`src/rtl/bcd_disp_pkg.sv`:
```
`default_nettype none
// ============================================================================
// Module   : bcd_disp_pkg
// Purpose  : Shared glyph, anode and digit-count constants for the scan display
// Revision : 1.0
// ============================================================================
package bcd_disp_pkg;

    localparam int NUM_DIGITS = 3;

    typedef logic [1:0] digit_idx_t;

    localparam logic [7:0] SEG_0     = 8'h3F;
    localparam logic [7:0] SEG_1     = 8'h06;
    localparam logic [7:0] SEG_2     = 8'h5B;
    localparam logic [7:0] SEG_3     = 8'h4F;
    localparam logic [7:0] SEG_4     = 8'h66;
    localparam logic [7:0] SEG_5     = 8'h6D;
    localparam logic [7:0] SEG_6     = 8'h7D;
    localparam logic [7:0] SEG_7     = 8'h07;
    localparam logic [7:0] SEG_8     = 8'h7F;
    localparam logic [7:0] SEG_9     = 8'h6F;
    localparam logic [7:0] SEG_A     = 8'h77;
    localparam logic [7:0] SEG_B     = 8'h7C;
    localparam logic [7:0] SEG_C     = 8'h39;
    localparam logic [7:0] SEG_D     = 8'h5E;
    localparam logic [7:0] SEG_E     = 8'h79;
    localparam logic [7:0] SEG_F     = 8'h71;
    localparam logic [7:0] SEG_DASH  = 8'h40;
    localparam logic [7:0] SEG_BLANK = 8'h00;

    localparam logic [2:0] AN_OFF    = 3'b111;

endpackage
`default_nettype wire

```
`src/rtl/seg7_glyph.sv`:
```
`default_nettype none
// ============================================================================
// Module   : seg7_glyph
// Purpose  : Nibble to 7-segment glyph; non-decimal nibbles show a dash in BCD
// Revision : 1.0
// ============================================================================
module seg7_glyph
    import bcd_disp_pkg::*;
(
    input  logic [3:0] nibble,
    input  logic       bcd_mode,
    output logic [7:0] seg
);

    always_comb begin
        seg = SEG_BLANK;
        if (bcd_mode && (nibble > 4'd9)) begin
            seg = SEG_DASH;
        end else begin
            case (nibble)
                4'h0: seg = SEG_0;
                4'h1: seg = SEG_1;
                4'h2: seg = SEG_2;
                4'h3: seg = SEG_3;
                4'h4: seg = SEG_4;
                4'h5: seg = SEG_5;
                4'h6: seg = SEG_6;
                4'h7: seg = SEG_7;
                4'h8: seg = SEG_8;
                4'h9: seg = SEG_9;
                4'hA: seg = SEG_A;
                4'hB: seg = SEG_B;
                4'hC: seg = SEG_C;
                4'hD: seg = SEG_D;
                4'hE: seg = SEG_E;
                default: seg = SEG_F;
            endcase
        end
    end

endmodule
`default_nettype wire

```
`src/rtl/bcd_scan_display.sv`:
```
`default_nettype none
// ============================================================================
// Module   : bcd_scan_display
// Purpose  : Captures a 12-bit sum and scans it onto a 3-digit 7-seg display
// Revision : 1.0
// ============================================================================
module bcd_scan_display
    import bcd_disp_pkg::*;
#(
    parameter int SCAN_DIV = 50000,
    parameter int DIV_W    = 16
) (
    input  logic        clk,
    input  logic        rst_n,
    input  logic        ctrl,
    input  logic        load,
    input  logic [11:0] value,
    input  logic        bcd_mode,
    input  logic        blank_lz,
    output logic [7:0]  seg,
    output logic [2:0]  an,
    output logic        err,
    output logic        frame_done
);

    localparam logic [DIV_W-1:0] PRESC_LAST = DIV_W'(SCAN_DIV - 1);

    logic [11:0]      hold_q,  hold_d;
    logic             mode_q,  mode_d;
    logic [DIV_W-1:0] presc_q, presc_d;
    digit_idx_t       idx_q,   idx_d;
    logic [7:0]       seg_q,   seg_d;
    logic [2:0]       an_q,    an_d;
    logic             err_q,   err_d;
    logic             frame_done_q, frame_done_d;

    logic [3:0]            nib    [NUM_DIGITS];
    logic [NUM_DIGITS-1:0] nib_gt9;
    logic [3:0]            sel_nib;
    logic [7:0]            glyph;
    logic                  blanked;

    for (genvar i = 0; i < NUM_DIGITS; i++) begin : g_nib
        assign nib[i]     = hold_q[4*i +: 4];
        assign nib_gt9[i] = (hold_q[4*i +: 4] > 4'd9);
    end

    seg7_glyph u_glyph (
        .nibble   (sel_nib),
        .bcd_mode (mode_q),
        .seg      (glyph)
    );

    always_comb begin
        hold_d       = load ? value    : hold_q;
        mode_d       = load ? bcd_mode : mode_q;
        presc_d      = presc_q;
        idx_d        = idx_q;
        frame_done_d = 1'b0;

        if (ctrl) begin
            presc_d = '0;
            idx_d   = 2'd0;
        end else if (presc_q == PRESC_LAST) begin
            presc_d      = '0;
            idx_d        = (idx_q >= 2'd2) ? 2'd0 : idx_q + 2'd1;
            frame_done_d = (idx_q == 2'd2);
        end else begin
            presc_d = presc_q + DIV_W'(1);
            // An out-of-range index is recovered on the very next edge.
            if (idx_q == 2'd3) begin
                idx_d = 2'd0;
            end
        end
    end

    always_comb begin
        sel_nib = nib[0];
        blanked = 1'b0;
        case (idx_q)
            2'd1: begin
                sel_nib = nib[1];
                blanked = blank_lz && (nib[2] == 4'd0) && (nib[1] == 4'd0);
            end
            2'd2: begin
                sel_nib = nib[2];
                blanked = blank_lz && (nib[2] == 4'd0);
            end
            2'd3:    blanked = 1'b1;
            default: blanked = 1'b0;
        endcase

        seg_d = SEG_BLANK;
        an_d  = AN_OFF;
        if (!ctrl && !blanked) begin
            seg_d = glyph;
            an_d  = ~(3'b001 << idx_q);
        end

        err_d = mode_q & (|nib_gt9);
    end

    always_ff @(posedge clk or negedge rst_n) begin
        if (!rst_n) begin
            hold_q       <= '0;
            mode_q       <= 1'b0;
            presc_q      <= '0;
            idx_q        <= 2'd0;
            seg_q        <= SEG_BLANK;
            an_q         <= AN_OFF;
            err_q        <= 1'b0;
            frame_done_q <= 1'b0;
        end else begin
            hold_q       <= hold_d;
            mode_q       <= mode_d;
            presc_q      <= presc_d;
            idx_q        <= idx_d;
            seg_q        <= seg_d;
            an_q         <= an_d;
            err_q        <= err_d;
            frame_done_q <= frame_done_d;
        end
    end

    assign seg        = seg_q;
    assign an         = an_q;
    assign err        = err_q;
    assign frame_done = frame_done_q;

endmodule
`default_nettype wire

```
`config.mk`:
```
export PLATFORM = sky130hd
export DESIGN_NAME = bcd_scan_display
export DESIGN_NICKNAME = d
export VERILOG_FILES = /design/src/rtl/bcd_disp_pkg.sv /design/src/rtl/seg7_glyph.sv /design/src/rtl/bcd_scan_display.sv
export SDC_FILE = /design/constraint.sdc
export NUM_CORES = 1
export LEC_CHECK = 0
export ABC_AREA = 1
export BUFFER_PORTS_ARGS = -buffer_cell sky130_fd_sc_hd__buf_2
export CAP_MARGIN = 10
export CORE_ASPECT_RATIO = 1.75
export CORE_MARGIN = 10
export CORE_UTILIZATION = 35
export DETAILED_ROUTE_END_ITERATION = 12
export GPL_ROUTABILITY_DRIVEN = 0
export GPL_TIMING_DRIVEN = 0
export PLACE_DENSITY_LB_ADDON = 0.2
export SYNTH_ARGS = -nofsm -noshare
export SYNTH_HDL_FRONTEND = slang
export SYNTH_SLANG_ARGS = --single-unit
```
`constraint.sdc`:
```
create_clock -name clk -period 2.87 [get_ports clk]
set_input_delay 0.574 -clock clk [delete_from_list [all_inputs] [get_ports clk]]
set_output_delay 0.574 -clock clk [all_outputs]
set_load 0.05 [all_outputs]
```
==> results_dict.tcl, run 1 <==
set metrics [dict create \
    r2r_cells 11 \
    synth-seq-area-share 0.4561 \
    path_max_fanout 7 \
    dr_total_vias 1919 \
    placed_area_mm2 0.002610 \
    area_delta_synth_final_pct 18.23 \
    drt_first_pass_iters 4 \
    n_antenna_cell 0 \
    io_pins 31 \
    drtAntennaViolNets 0 \
    grt_util_all_layers 0.1051 \
    finalInstanceArea_mm2 0.002799 \
    hold_viol 0 \
    dp.cells 410 \
    synthesis.area_mm2 0.002367 \
    ir_drop_mv 0.2463 \
    initial_core_util 0.3620 \
    via_per_inst 4.591 \
    min_period_ns 2.311 \
    globalRouteOverflowTotal 0 \
    relSlewSlack 0.3882 \
    crit_arrival_ns 2.47 \
    maxCapViolCount 0 \
    io_buffers 28 \
    htree_levels 2 \
    fin_setup_tns_ns 0 \
    maxSlewViolCount 0 \
    syn-num-nets 331 \
    drt-wirelength-per-cell_um 12.22 \
    end_kind "flip-flop" \
    core-area_mm2 0.006539 \
    cts_resized 0 \
    path_class "flip-flop to flip-flop" \
    grt_pass1_wl_mm 8.914 \
    fp.dieH_um 128.8 \
    cts_inserted_buffers 5 \
    cts_tree "built" \
    grt_pass1_vias 2003 \
    ys_ff_latch 43 \
    drt-total-wl_mm 5.109 \
    cpMostUsedCell "nand2_1" \
    rsz0062_at_grt "false" \
    layout.nets 366 \
    dp_hpwl_mm 4.125 \
    power_density_mw_per_mm2 573.7 \
    clock.fmax_mhz 432.7 \
    clk_latency_ns 0.28 \
    avgSynthCellArea_um2 7.891 \
    hp-class "input pin to asynchronous set/reset pin" \
    cts.path.max_buffers 2 \
    ctsRootBufferMaster "clkbuf_16" \
    crit_required_ns 3.03 \
    dieWidth_um 82.17 \
    cp_slowest_cell "ha_1" \
    fin_skew_ns 0.004893 \
    synth_warnings 0 \
    die_area_mm2 0.01058 \
    rows 39 \
    final_core_util 0.4281 \
    worstSetupStartpointType "flip-flop" \
    drc 0 \
    antenna_found_initial 0 \
    status "finished clean" \
    setup_viol 0 \
    drt_iter0_markers 110 \
    cts-hold-fix-buffers 0 \
    stdcell_count 418 \
    cp_cell_sequence "inv_1 > ha_1 > inv_2 > nand2_1 > nand2_1 > ha_1 > or2_2 > nand2_1 > nand2_2 > nand3_1 > nor2_1" \
    path_clk_slew_ns 0.06 \
    p_leak_nw 1.401 \
    grt_max_degree 44 \
    drive_gt1_frac 0.1756 \
    worst_slew_pin_slew_ns 0.9178 \
    fin_crit_sh 0.8052 \
    synthCells 300 \
    post_cts_buffers 0 \
    cts_sinks 43 \
    ys_types 27 \
    cpPeakStageDelay_ns 0.42 \
]
==> worst max-delay path: cells and delay by family, from the launching register on <==
kind,cells,cell delay [ns]
flip-flops,1,0.41
AND/OR/NAND/NOR,7,0.84
adder cells (fa/ha/maj),2,0.72
buffers and inverters,2,0.22
==> synth_stat cells, drive strengths merged <==
cell type / instances / area, um2
or2: 1 / 6.260
ha: 13 / 162.7
nand4: 4 / 25.02
nand3: 36 / 185.2
clkbuf: 3 / 11.26
dfrtp: 40 / 1001
conb: 1 / 3.750
buf: 1 / 7.510
mux2: 3 / 33.78
nor3: 4 / 20.02
a21oi: 5 / 28.78
dfstp: 3 / 78.83
o21bai: 1 / 7.510
nor3b: 3 / 27.52
inv: 37 / 138.9
nor2: 41 / 168.9
nand2: 86 / 355.3
o21ai: 14 / 70.07
xor2: 4 / 35.03
==> final cells by class <==
class,instances,area [um2]
repair buffers,28,140.1
inverters,37,138.9
clock inverters,2,60.06
multi-input cells,216,1130
plain buffers,4,18.77
clock buffers,6,128.9
fillers,700,3740
flip-flops and latches,43,1080
well taps,82,102.6
==> placed cells by master, fill, tap and decap left out, types with 4 or more instances in the layout <==
cell	count
nand4_1	4
nand2_1	79
a21oi_1	4
dfrtp_1	40
buf_2	28
nor2_1	37
clkbuf_1	4
nor3_1	4
clkbuf_16	5
xor2_1	4
ha_1	13
inv_1	35
nand3_1	35
nand2_2	4
o21ai_0	14
==> cell families (layout without fill, tap and decap cells) <==
| group | after synthesis | after routing | share of synthesized area |
|---|---|---|---|
| muxes | 3 | 3 | 0.01427 |
| and+or+nand+nor | 175 | 175 | 0.3330 |
| adders and majority gates | 13 | 13 | 0.06871 |
| other | 1 | 1 | 0.001584 |
| xor gates and xnor gates | 4 | 4 | 0.01480 |
| buffers and inverters | 41 | 77 | 0.06660 |
| AOI/OAI and AO/OA | 20 | 20 | 0.04493 |
| DFF | 43 | 43 | 0.4561 |
==> path summary, 6_finish.rpt <==
path | start | to | slack (ns)
max in group asynchronous | rst_n | hold_q[1] | 1.86
max | idx_q[0] | seg[1] | 0.56
min in group clk | presc_q[0] | presc_q[0] | 0.47
min reg2reg | presc_q[0] | presc_q[0] | 0.47
max reg2reg | idx_q[0] | seg[1] | 0.56
min | rst_n | presc_q[11] | 0.42
==> sequential cells by signal, summed over array words and instances, names as in the netlist <==
name	flops
an	3
err	1
frame_done	1
hold_q	12
idx_q	2
mode_q	1
presc_q	16
seg	7
==> through the flow <==
stage / hold slack (ns) / setup WS (ns) / power [mW]
6_report: 0.4243 / 0.5589 / 1.606
5_1_grt: 0.4982 / 0.3706 / 1.684
4_1_cts: 0.4705 / 0.5350 / 1.633
3_5_place_dp: 0.4673 / 0.5658 / 0.9018
3_3_place_gp: 0.4491 / 0.5649 / 0.8994
2_1_floorplan: 0.2784 / 0.8311 / 0.8309
==> where the power goes <==
group | internal (mW) | switching [mW]
clock network | 0.499 | 0.222
registers | 0.641 | 0.0156
logic | 0.0671 | 0.161
==> layer usage <==
layer	vias to the layer above	share of wire	global-route usage
met2	36	0.58	0.2034
li1	1008	-	-
met3	6	0.040	0.02441
met1	869	0.36	0.1027
met5	-	0	0
met4	0	0.016	0.03521
Power figures use the tool's default switching activity.
==> run 2: changes to the inputs <==
- ABC_AREA: 1 -> 0
- clock period: 2.87 -> 2 ns (I/O delays scaled with it)
==> run 2 against run 1 <==
Effect of this change: the flow now finishes with violations (negative setup slack); sequential cell count unchanged; total power increased by 35%; clock skew about the same; global-route usage is 0.45 points higher; via count is 5.9% lower; critical path depth down 1; non-clock buffer count increased by 16; die area shrank 2.6%; register-to-register slack worse by 0.81 ns; highest routed layer unchanged.
==> results_dict.tcl, run 2 <==
set metrics [dict create \
    met1_usage 0.1109 \
    r2r_cells 10 \
    cpPeakStageDelay_ns 0.44 \
    ir_drop_mv 0.5757 \
    core-area_mm2 0.006441 \
    power_density_mw_per_mm2 708.4 \
    cts.path.max_buffers 2 \
    layout_commonest_cell "dfrtp_1" \
    ctsRootBufferMaster "clkbuf_16" \
    largest_register_ffs 16 \
    syn-num-nets 247 \
    initial_core_util 0.3555 \
    crit_required_ns 2.18 \
    ys_ff_latch 43 \
    synth_most_common_cell "dfrtp_1" \
    grt_util_all_layers 0.1096 \
    synth-seq-area-share 0.4716 \
    cts_sinks 43 \
    yosys-top-cells-count "dfrtp_1 (40), nor2_1 (23), ha_1 (13), mux2_2 (13), inv_1 (12)" \
    synthTopCellsByArea "dfrtp_1 (44%), ha_1 (7.1%), mux2_2 (6.4%), xnor2_1 (3.8%), nor2_1 (3.8%)" \
    synth_edf_count 0 \
    maxSlewViolCount 0 \
    die_area_mm2 0.01030 \
    via_per_inst 5.157 \
    cp_slowest_cell "dfrtp_2" \
    synth_top_area_cell "dfrtp_1" \
    area_delta_synth_final_pct 34.10 \
    yosysTopAreaCellShare 0.4372 \
    mostFrequentLayoutCells "dfrtp_1 (39), buf_2 (29), nor2_1 (21), buf_4 (14), mux2_2 (13)" \
    dr_total_vias 1805 \
    fin_crit_sh 1.127 \
    nFillCells 634 \
    p_leak_nw 1.289 \
    cp_cell_sequence "inv_4 > ha_4 > buf_8 > mux2i_4 > buf_12 > ha_4 > nor2_4 > a211oi_4 > o221ai_4 > a311oi_1" \
    status "complete, but fails checks" \
    cts_tree "built" \
    worstSetupStartpointType "flip-flop" \
    crit_arrival_ns 2.43 \
    drt_iter0_markers 75 \
    rsz0062_at_grt "true" \
    r2r_slack_ns -0.25 \
    r2r-end "seg[4]" \
    grt_pass1_wl_mm 8.983 \
    cts_inserted_buffers 5 \
    fin_setup_tns_ns -1.208 \
    grt_max_degree 44 \
    n_antenna_cell 0 \
    async_reset_ff_frac 1.000 \
    globalRouteOverflowTotal 0 \
    hp-class "input pin to asynchronous set/reset pin" \
    rows 39 \
    min_period_ns 2.253 \
    io_pins 31 \
    final_core_util 0.4767 \
    synthCells 216 \
    grt_use_met2 0.2010 \
    ys_types 49 \
    hold_viol 0 \
    fin_skew_ns 0.004710 \
    drive_gt1_frac 0.4030 \
    drt-wirelength-per-cell_um 15.66 \
    maxCapViolCount 0 \
    use_met3 0.02949 \
    avgSynthCellArea_um2 10.60 \
    violations "negative setup slack" \
    clock.fmax_mhz 443.8 \
    regMostFlops "presc_q" \
    postLayoutSetupSlackWorst_ns -0.2535 \
    busiest_layer "met2" \
    relSlewSlack 0.3786 \
    synthesis.area_mm2 0.002290 \
    dieWidth_um 81.14 \
    drt_first_pass_iters 4 \
    layout.nets 298 \
    io_buffers 29 \
    worst_slew_pin_slew_ns 0.9321 \
    grt_pass1_vias 1875 \
    antenna_found_initial 0 \
    dp_hpwl_mm 3.934 \
    htree_levels 2 \
    drtAntennaViolNets 0 \
    path_class "flip-flop to flip-flop" \
    drt-total-wl_mm 5.482 \
    synth_warnings 0 \
    path_max_fanout 6 \
    path_clk_slew_ns 0.06 \
    fp.dieH_um 127.0 \
    reg2reg_from "idx_q[0]" \
    synth_ff_type "dfrtp_1" \
    setup_viol 6 \
    cpMostUsedCell "ha_4" \
    clk_latency_ns 0.28 \
    drc 0 \
    end_kind "flip-flop" \
]
[run 2: cell count changes in the layout (fill, tap and decap cells not counted), moves of 6 or more]
cell / change
ha_1: -7
mux2_2: +10
nand3_1: -31
nor2_1: -16
ha_4: +6
xnor2_1: +10
nand2_1: -69
buf_4: +13
inv_1: -27
[run 2: worst max path at each step]
stage	slack (ns)	to	cells after the start	from
after floorplan	-0.1	seg[1]	10	idx_q[1]
after global placement	-0.44	seg[1]	10	idx_q[1]
after detailed placement	-0.43	seg[4]	10	idx_q[1]
after CTS	-0.28	seg[4]	10	idx_q[1]
after global routing	-0.32	seg[4]	10	idx_q[0]
final	-0.25	seg[4]	10	idx_q[0]
[run 2: what timing repair did]
action | CTS | global route
resized for setup | 19 | 21
pin swaps | 3 | 8
setup endpoints to repair | 17 | 17
gates cloned | 0 | 1
hold buffers | 0 | 0
setup buffers | 10 | 6
[run 2: layout make-up]
cell class,instances,area [um2],share of cell area
Sequential cell,43,1081,0.3521
Clock buffer,6,128.9,0.04197
Tap cell,82,102.6,0.03341
Multi-Input combinational cell,157,1386,0.4515
Timing Repair Buffer,44,277.8,0.09046
Clock inverter,2,12.51,0.004075
Buffer,4,33.78,0.01100
Inverter,12,47.55,0.01548
[run 2: logic make-up after synthesis]
kind of cell / share of synthesized area
AO/OA/AOI/OAI: 0.1470
XOR/XNOR: 0.04590
adder cells (fa/ha/maj): 0.07104
buffers and inverters: 0.03060
flip-flops: 0.4716
multiplexers: 0.07705
other: 0.001638
AND/OR/NAND/NOR: 0.1552
[run 2: per-layer routing]
layer	vias to the layer above	wire length (um)
met1	883	2081
met3	10	203
li1	878	-
met2	34	3059
met4	0	137
met5	-	0
[run 2: worst max-delay path: cells and delay by family (launching register included)]
kind | cells | cell delay, ns
simple gates | 1 | 0.05
buf+inv | 3 | 0.33
fa+ha+maj | 2 | 0.43
flops | 1 | 0.44
compound gates | 3 | 0.64
mux | 1 | 0.24
[run 2: power by group]
part	total (mW)	internal [mW]	switching (mW)	leakage, nW
Sequential	0.969	0.924	0.0448	0.547
Clock	0.784	0.460	0.324	0.0669
Combinational	0.422	0.170	0.252	0.675
Total	2.17	1.55	0.621	1.29
[run 2: stage by stage]
stage | worst slack [ns] | cell area (um2) | total power, mW | cells | hold WS [ns]
finish | -0.2535 | 3070 | 2.175 | 350 | 0.2568
global route | -0.3203 | 3070 | 2.281 | 350 | 0.3326
CTS | -0.2787 | 2927 | 2.163 | 344 | 0.2943
detailed placement | -0.4286 | 2618 | 1.321 | 327 | 0.4837
global placement | -0.4379 | 2618 | 1.320 | 327 | 0.4835
floorplan | -0.09684 | 2370 | 1.214 | 216 | 0.1044
==> run 3: changes to the inputs <==
- CORE_ASPECT_RATIO: 1.75 -> 0.75
==> run 3 against run 2 <==
Effect of this change: die area decreased by 0.91%; total power shrank 8.6%; global-route usage down 0.062 points; sequential share of layout area up 0.54 points; combinational power down 0.9%; the run still ends with negative setup slack left; largest power group unchanged; sequential cell count unchanged; first-iteration DRC count rose by 40%; highest routed layer unchanged; via count grew 1.8%; clock power shrank 23%; critical path depth did not move; design area down 1.5%.
==> results_dict.tcl, run 3 (synthesized netlist as in run 2, its figures left out) <==
set metrics [dict create \
    layout.nets 307 \
    worst_slew_pin_slew_ns 0.9589 \
    path_clk_slew_ns 0.08 \
    ir_drop_mv 0.3327 \
    reg2reg_from "idx_q[1]" \
    p_leak_nw 1.295 \
    fin_crit_sh 1.158 \
    worstSetupStartpointType "flip-flop" \
    min_period_ns 2.316 \
    dp.cells 326 \
    cp_num_cells 10 \
    status "complete, but fails checks" \
    drt_first_pass_iters 4 \
    relSlewSlack 0.3608 \
    clk_latency_ns 0.29 \
    clock.fmax_mhz 431.9 \
    end_kind "flip-flop" \
    holdWs_ns 0.2553 \
    finalInstanceArea_mm2 0.003024 \
    post-place-ws_ns -0.4410 \
    htree_levels 2 \
    total_power_mw 1.988 \
    stdcell_count 358 \
    path_class "flip-flop to flip-flop" \
    io_pins 31 \
    maxSlewViolCount 0 \
    r2r_cells 10 \
    drc 0 \
    cp_top_family "compound AO/OA/AOI/OAI gates" \
    rows 25 \
    grt_pass1_wl_mm 9.294 \
    cpMostUsedCell "ha_4" \
    violations "negative setup slack" \
    cts_sinks 43 \
    io_buffers 29 \
    placed_area_mm2 0.002616 \
    path_max_fanout 6 \
    fp.dieH_um 90.05 \
    drtAntennaViolNets 0 \
    drt-wirelength-per-cell_um 15.53 \
    grt_pass1_vias 1801 \
    hold_viol 0 \
    fin_setup_tns_ns -1.504 \
    mostFrequentLayoutCells "dfrtp_1 (39), buf_2 (30), buf_4 (23), nor2_1 (22), mux2_2 (13)" \
    r2r_slack_ns -0.32 \
    drive_gt1_frac 0.4007 \
    drt-total-wl_mm 5.558 \
    postLayoutSetupSlackWorst_ns -0.3156 \
    core-area_mm2 0.006319 \
    cts.path.max_buffers 2 \
    regMostFlops "presc_q" \
    cp_slowest_cell "dfrtp_1" \
    dr_total_vias 1838 \
    initial_core_util 0.3624 \
    drt_iter0_markers 105 \
    rsz0062_at_grt "true" \
    grt_util_all_layers 0.1090 \
    power_density_mw_per_mm2 657.4 \
    globalRouteOverflowTotal 0 \
    crit_required_ns 2.19 \
    layout_commonest_cell "dfrtp_1" \
    setup_viol 7 \
    cp_cell_sequence "inv_2 > ha_4 > buf_8 > mux2i_4 > buf_6 > ha_4 > nor2_2 > a211oi_2 > o221ai_4 > a221oi_2" \
    dp_hpwl_mm 3.668 \
    n_antenna_cell 0 \
    largest_register_ffs 16 \
    area_delta_synth_final_pct 32.08 \
    fin_skew_ns 0.008166 \
    cts_tree "built" \
    antenna_found_initial 0 \
    final_core_util 0.4786 \
    cpPeakStageDelay_ns 0.41 \
    grt_max_degree 44 \
    r2r-end "seg[1]" \
    die_area_mm2 0.01021 \
    crit_arrival_ns 2.50 \
    via_per_inst 5.134 \
    dieWidth_um 113.4 \
    critPathBufInv 3 \
    maxCapViolCount 0 \
    cts_inserted_buffers 5 \
    ctsRootBufferMaster "clkbuf_8" \
    hp-class "input pin to asynchronous set/reset pin" \
]
[run 3: cell count changes in the layout (fill, tap and decap cells not counted), moves of 3 or more]
cell       change
a22o_1         +3
a22o_4         -3
buf_4          +9
clkbuf_16      -5
clkbuf_8       +7
[run 3: worst max-delay path by stage]
| stage | startpoint | endpoint | slack [ns] |
|---|---|---|---|
| global route | idx_q[1] | seg[1] | -0.40 |
| CTS | idx_q[1] | seg[1] | -0.30 |
| finish | idx_q[1] | seg[1] | -0.32 |
| floorplan | idx_q[1] | seg[1] | -0.1 |
| detailed placement | idx_q[1] | seg[1] | -0.44 |
| global placement | idx_q[0] | seg[1] | -0.43 |
[run 3: power breakdown]
group,internal [mW],switching (mW)
clock,0.315,0.288
combinational,0.163,0.255
sequential,0.922,0.0446
total,1.40,0.588
[run 3: timing repair]
| item | in CTS | in global routing |
|---|---|---|
| gates cloned | 0 | 0 |
| setup buffers | 17 | 9 |
| pin swaps | 9 | 12 |
| endpoints found under the setup margin | 17 | 21 |
| hold buffers | 0 | 0 |
| resized for setup | 13 | 13 |
[run 3: layout make-up]
| type | count | area [um2] |
|---|---|---|
| fillers | 586 | 3294 |
| multi-input cells | 156 | 1321 |
| flip-flops and latches | 43 | 1081 |
| repair buffers | 54 | 344.1 |
| well taps | 81 | 101.3 |
| clock buffers | 8 | 100.1 |
| inverters | 12 | 45.04 |
| plain buffers | 4 | 31.28 |
[run 3: layer usage]
metal,part of all wire,up-vias,wire length (um),GRT usage
li1,-,892,-,-
met1,0.54,889,3008,0.1618
met2,0.40,55,2211,0.1437
met3,0.057,2,318,0.03785
met4,0.0036,0,20,0.02532
met5,0,-,0,0
